[src/rtl/ahblite_disp_regs_pkg.sv]
// Shared definitions for the AHB-Lite display register bank: CTRL/STAT bit
// positions, error/ready FSM states and the byte-lane decoder.
package disp_regs_pkg;

  localparam int PEND_BIT = 0;
  localparam int IMM_BIT  = 1;
  localparam int FCNT_LSB = 16;
  localparam int FCNT_MSB = 31;

  typedef enum logic [1:0] {
    ST_IDLE = 2'd0,
    ST_DATA = 2'd1,
    ST_ERR1 = 2'd2,
    ST_ERR2 = 2'd3
  } err_state_e;

  typedef struct packed {
    logic [3:0] strb;
    logic       ok;
  } lane_t;

  // Little-endian lane select; unaligned halfword/word and sizes above a word are illegal.
  function automatic lane_t lane_decode(input logic [2:0] size, input logic [1:0] lo);
    lane_t r;
    r.strb = 4'b0000;
    r.ok   = 1'b0;
    case (size)
      3'd0: begin
        r.strb = 4'b0001 << lo;
        r.ok   = 1'b1;
      end
      3'd1: begin
        r.strb = lo[1] ? 4'b1100 : 4'b0011;
        r.ok   = ~lo[0];
      end
      3'd2: begin
        r.strb = 4'b1111;
        r.ok   = (lo == 2'b00);
      end
      default: ;
    endcase
    return r;
  endfunction

endpackage

[src/rtl/ahblite_disp_regs_err_fsm.sv]
// AHB-Lite ready/response sequencer: zero-wait legal data phases and the
// two-cycle ERROR response for rejected transfers.
module ahb_err_fsm
  import disp_regs_pkg::*;
(
  input  logic clk,
  input  logic rst_n,
  input  logic acc,
  input  logic legal,
  output logic hreadyout,
  output logic hresp,
  output logic dvld
);

  err_state_e state;

  always_ff @(posedge clk) begin
    if (!rst_n) begin
      state     <= ST_IDLE;
      hreadyout <= 1'b1;
      hresp     <= 1'b0;
      dvld      <= 1'b0;
    end else if (state == ST_ERR1) begin
      state     <= ST_ERR2;
      hreadyout <= 1'b1;
      hresp     <= 1'b1;
      dvld      <= 1'b0;
    end else if (acc && legal) begin
      state     <= ST_DATA;
      hreadyout <= 1'b1;
      hresp     <= 1'b0;
      dvld      <= 1'b1;
    end else if (acc) begin
      state     <= ST_ERR1;
      hreadyout <= 1'b0;
      hresp     <= 1'b1;
      dvld      <= 1'b0;
    end else begin
      state     <= ST_IDLE;
      hreadyout <= 1'b1;
      hresp     <= 1'b0;
      dvld      <= 1'b0;
    end
  end

endmodule

[src/rtl/ahblite_disp_regs.sv]
// AHB-Lite display configuration registers: writes land in a shadow bank that is
// copied to CFG_DATA on a VSYNC rising edge when pending, or per-write in IMM mode.
module ahblite_disp_regs
  import disp_regs_pkg::*;
#(
  parameter int          NREG = 4,
  parameter logic [31:0] RST0 = 32'h0000_0001,
  parameter int          AW   = 8
) (
  input  logic               HCLK,
  input  logic               HRESETn,
  input  logic               HSEL,
  input  logic [31:0]        HADDR,
  input  logic [1:0]         HTRANS,
  input  logic [2:0]         HSIZE,
  input  logic [3:0]         HPROT,
  input  logic               HWRITE,
  input  logic [31:0]        HWDATA,
  input  logic               HREADY,
  output logic               HREADYOUT,
  output logic [31:0]        HRDATA,
  output logic               HRESP,
  input  logic               VSYNC,
  output logic [NREG*32-1:0] CFG_DATA,
  output logic               COMMIT
);

  localparam int IW = AW - 2;
  localparam int RW = (NREG > 1) ? $clog2(NREG) : 1;

  logic [IW-1:0] idx_a;
  lane_t         lane_a;
  logic          acc;
  logic          legal_a;

  logic [IW-1:0] idx_p0;
  logic [3:0]    strb_p0;
  logic          wr_p0;
  logic          dvld;

  logic [31:0]   shadow [NREG];
  logic [31:0]   active [NREG];
  logic          pend;
  logic          imm;
  logic [15:0]   fcnt;
  logic          vs_q;
  logic          commit_q;

  logic          rise;
  logic          do_commit;
  logic          is_reg;
  logic          is_ctl;
  logic          wr_reg;
  logic          wr_ctl;
  logic [RW-1:0] ridx;
  logic [31:0]   wmask;
  logic [31:0]   ctrl_word;
  logic          unused;

  assign unused = ^{HPROT, HADDR[31:AW], HTRANS[0]};

  // Address phase: decode and qualify
  assign idx_a   = HADDR[AW-1:2];
  assign lane_a  = lane_decode(HSIZE, HADDR[1:0]);
  assign acc     = HSEL & HTRANS[1] & HREADY;
  assign legal_a = lane_a.ok & ({1'b0, idx_a} <= (IW+1)'(NREG));

  ahb_err_fsm u_fsm (
    .clk       (HCLK),
    .rst_n     (HRESETn),
    .acc       (acc),
    .legal     (legal_a),
    .hreadyout (HREADYOUT),
    .hresp     (HRESP),
    .dvld      (dvld)
  );

  // Data phase: registered index/strobes drive the register file
  assign ridx      = idx_p0[RW-1:0];
  assign is_reg    = ({1'b0, idx_p0} <  (IW+1)'(NREG));
  assign is_ctl    = ({1'b0, idx_p0} == (IW+1)'(NREG));
  assign wr_reg    = dvld & wr_p0 & is_reg;
  assign wr_ctl    = dvld & wr_p0 & is_ctl;
  assign wmask     = {{8{strb_p0[3]}}, {8{strb_p0[2]}}, {8{strb_p0[1]}}, {8{strb_p0[0]}}};
  assign rise      = VSYNC & ~vs_q;
  assign do_commit = rise & pend;

  always_comb begin
    ctrl_word                    = '0;
    ctrl_word[PEND_BIT]          = pend;
    ctrl_word[IMM_BIT]           = imm;
    ctrl_word[FCNT_MSB:FCNT_LSB] = fcnt;
  end

  assign HRDATA = (dvld & ~wr_p0) ? (is_reg ? shadow[ridx] : ctrl_word) : 32'd0;
  assign COMMIT = commit_q;

  always_ff @(posedge HCLK) begin
    if (!HRESETn) begin
      for (int i = 0; i < NREG; i++) begin
        shadow[i] <= (i == 0) ? RST0 : 32'd0;
        active[i] <= (i == 0) ? RST0 : 32'd0;
      end
      idx_p0   <= '0;
      strb_p0  <= '0;
      wr_p0    <= 1'b0;
      pend     <= 1'b0;
      imm      <= 1'b0;
      fcnt     <= '0;
      vs_q     <= 1'b0;
      commit_q <= 1'b0;
    end else begin
      vs_q     <= VSYNC;
      commit_q <= do_commit | (wr_reg & imm);
      if (acc) begin
        idx_p0  <= idx_a;
        strb_p0 <= lane_a.strb;
        wr_p0   <= HWRITE;
      end
      if (rise) begin
        fcnt <= fcnt + 16'd1;
      end
      if (do_commit) begin
        pend <= 1'b0;
      end
      // A commit sees the pre-write shadow; an IMM write overrides its own lanes.
      for (int i = 0; i < NREG; i++) begin
        if (do_commit) begin
          active[i] <= shadow[i];
        end
        if (wr_reg && ridx == RW'(i)) begin
          shadow[i] <= (shadow[i] & ~wmask) | (HWDATA & wmask);
          if (imm) begin
            active[i] <= ((do_commit ? shadow[i] : active[i]) & ~wmask) | (HWDATA & wmask);
          end
        end
      end
      if (wr_ctl && strb_p0[0]) begin
        imm <= HWDATA[IMM_BIT];
        if (HWDATA[PEND_BIT]) begin
          pend <= 1'b1;
        end
      end
    end
  end

  for (genvar g = 0; g < NREG; g++) begin : g_cfg
    assign CFG_DATA[32*g +: 32] = active[g];
  end

endmodule
[config.mk]
export PLATFORM = sky130hd
export DESIGN_NAME = ahblite_disp_regs
export DESIGN_NICKNAME = d
export VERILOG_FILES = /design/src/rtl/ahblite_disp_regs_pkg.sv /design/src/rtl/ahblite_disp_regs_err_fsm.sv /design/src/rtl/ahblite_disp_regs.sv
export SDC_FILE = /design/constraint.sdc
export NUM_CORES = 1
export LEC_CHECK = 0
export BUFFER_PORTS_ARGS = -buffer_cell sky130_fd_sc_hd__buf_4
export CAP_MARGIN = 20
export CORE_UTILIZATION = 35
export DETAILED_ROUTE_END_ITERATION = 8
export GPL_TIMING_DRIVEN = 0
export PLACE_DENSITY = 0.54
export SKIP_CTS_REPAIR_TIMING = 1
export SYNTH_ARGS = -nofsm -noshare
export SYNTH_HDL_FRONTEND = slang
export SYNTH_SLANG_ARGS = --single-unit
[constraint.sdc]
create_clock -name HCLK -period 4.2 [get_ports HCLK]
set_clock_uncertainty 0.05 [all_clocks]
set_input_delay 0.84 -clock HCLK [delete_from_list [all_inputs] [get_ports HCLK]]
set_output_delay 0.84 -clock HCLK [all_outputs]
set_load 0.01 [all_outputs]
==> flow_summary_export.csv <==
group,metric,value,unit
cts,clkSlewWorstSetupHoldPaths,0.06,ns
sta,finalSetupViolCount,0,
finish,final_nets,1728,
drt,drtAntennaViolNets,0,
finish,drive_gt1_frac,0.208,
synth,synthCells,1389,
finish,diodes,0,
sta,slew_headroom,0.211,
cts,cts.sinks,293,
synth,synth_compound_area_frac,0.186,
drt,vias,13200,
placement,place_inst,2201,
sta,drv_slew,0,
synth,yosysTopAreaCellShare,0.492,
synth,synth_fa_ha_area_frac,0.000801,
cts,cts_tree,"yes",
synth,yosysTopAreaCell,"edfxtp_1",
power,pwr_density_cell,359,mW/mm2
synth,synthFlopType,"edfxtp_1",
worst_setup_path,cp.required,3.31,ns
sta,finalHoldViolations,0,
synth,async_flop_share,0,
drt,routed_wl,60100,um
cts,clk_path_buf_depth,3,
cts,root_buffer,"clkbuf_16",
synth,synth-xor-area-share,0.00617,
finish,stdcell_count,2268,
floorplan,die_area,0.0455,mm2
synth,synthMuxAreaShare,0.0474,
synth,syn_avg_cell_area,11.2,um2
sta,rsz0062_at_grt,"no",
sta,fin_ws,0.273,ns
global_route,antenna_found_initial,0,
power,peakVddDrop,0.000279,V
finish,syn_to_final_growth,23.7,%
worst_setup_path,path_class,"reg -> out",
power,leakage,0.00732,uW
hold_path,worstHoldPathType,"reg -> reg",
drt,drc,0,
global_route,grt_start_max_net_pins,26,
finish,fillers,4323,
synth,synth_edf_count,256,
sta,finalCritPeriodShare,0.935,
sta,worstMarginPinSlew,1.17,ns
placement,place.gp.congestion,0.880,
worst_setup_path,critPathMaxFanout,10,
floorplan,initial_core_util,0.354,
sta,whs,0.419,ns
outcome,status,"completed",
synth,synth_cell_types,47,
placement,io_buffers,212,
synth,synth_seq_cells,293,
cts,numCtsBuffers,36,
floorplan,die_h,213,um
global_route,grt_overflow_total,0,
drt,dr.pass1.iters,7,
worst_setup_path,arrival,3.04,ns
synth,yosys-top-cells-count,"edfxtp_1 (256), a21oi_1 (187), nand2b_1 (167)",
worst_setup_path,startpoint_type,"register",
cts,htree_levels,2,
floorplan,floorplan.core_area,0.0441,mm2
global_route,grtUsageTotal,0.265,
synth,synth_top_family_by_area,"simple AND/OR/NAND/NOR gates",
placement,pre_cts_ws,0.151,ns
power,total_power,6930,uW
global_route,grt_pass1_vias,12977,
synth,synthTopCellsByArea,"edfxtp_1 (49%), nand2b_1 (6.7%), a32o_1 (6.1%)",
sta,max_freq,255,MHz
synth,ys_seq_area_frac,0.540,
placement,dp_hpwl,42900,um
sta,fin_crit,3.93,ns
synth,synthSimpleGateAreaFrac,0.187,
global_route,grt_pass1_wl,86600,um
floorplan,ios,242,
synth,syn-cell-area,0.0156,mm2
drt,routed_via_density,5.82,
synth,syn_nets,1469,
floorplan,die_w,213,um
drt,drt_iter0_drc,1458,
drt,routedWlPerCell,26.5,um
cts,clkLatencyLatePin,0.55,ns
floorplan,row_count,77,
synth,yosysMostFrequentCell,"edfxtp_1",
job,drv_cap,0,
placement,place_area,0.0182,mm2
synth,yosysWarnings,0,
finish,finalInstanceArea,0.0193,mm2
worst_setup_path,end_kind,"output pin",
## cell families (layout without fill, tap and decap cells)
kind of cell	Yosys count	in the layout
muxes	34	34
adders and majority gates	1	1
xor gates and xnor gates	11	11
AOI/OAI and AO/OA	404	404
and+or+nand+nor	525	525
DFF	293	293
buffers and inverters	121	408
## cell type report
cell class / instances / area [um2] / area share
flip-flops and latches: 293 / 8430 / 0.436
multi-input cells: 975 / 6710 / 0.347
repair buffers: 221 / 1770 / 0.0918
clock buffers: 44 / 993 / 0.0514
well taps: 592 / 741 / 0.0383
plain buffers: 118 / 502 / 0.0260
clock inverters: 22 / 159 / 0.00823
inverters: 3 / 11.3 / 0.000583
## cells in the final DEF, fill, tap and decap left out, types with 4 or more instances in the layout
cell	instances
or3_1	6
nand2_1	128
and2_1	96
nand2b_1	166
clkbuf_16	38
a21oi_1	187
and3_1	9
o21ai_0	7
nand2_2	4
nand3_1	36
nor2_1	22
xnor2_1	5
nor3_1	5
a211o_1	95
clkinv_2	9
mux4_2	32
buf_1	7
edfxtp_1	256
buf_12	4
buf_6	5
clkinv_1	10
dfxtp_1	37
a32o_1	95
xor2_1	6
buf_2	23
buf_4	213
clkbuf_1	88
a22o_1	8
nor2b_1	20
or4_1	4
nand4_1	8
## final timing paths
check,startpoint,endpoint,slack (ns),depth (start not counted)
hold / removal,idx_p0[4]$_SDFFE_PN0P_,idx_p0[4]$_SDFFE_PN0P_,0.42,2
setup reg to reg,vs_q$_SDFF_PN0_,active[1][20]$_SDFFCE_PN0P_,0.65,6
hold reg to reg,idx_p0[4]$_SDFFE_PN0P_,idx_p0[4]$_SDFFE_PN0P_,0.42,2
setup / recovery,idx_p0[3]$_SDFFE_PN0P_,HRDATA[8],0.27,6
## metal layers
layer,vias to the layer above,wire [um],GRT usage
li1,5810,-,-
met1,6616,25000,0.355
met2,668,28100,0.429
met3,106,4600,0.0354
met4,0,2370,0.112
met5,-,0,0
## through the flow
stage / util / TNS, ns
2_1_floorplan: - / 0
3_3_place_gp: 0.407 / -200.14
3_5_place_dp: 0.411 / 0
4_1_cts: 0.438 / 0
5_1_grt: 0.438 / 0
6_report: 0.438 / 0
## power by group
part | total [uW] | internal [uW] | switching, uW | leakage [uW]
clock | 3110 | 1800 | 1300 | 0.000573
sequential | 3340 | 3250 | 86.7 | 0.00293
combinational | 485 | 207 | 278 | 0.00381
## worst max-delay path: stages, from the launching register on
cell,delay (ns)
dfxtp_1,0.32
or3_1,0.40
buf_2,0.23
or3_1,0.51
clkbuf_1,0.40
nor2b_1,0.42
buf_4,0.19
Note: power is estimated with default switching activity, not from simulation.
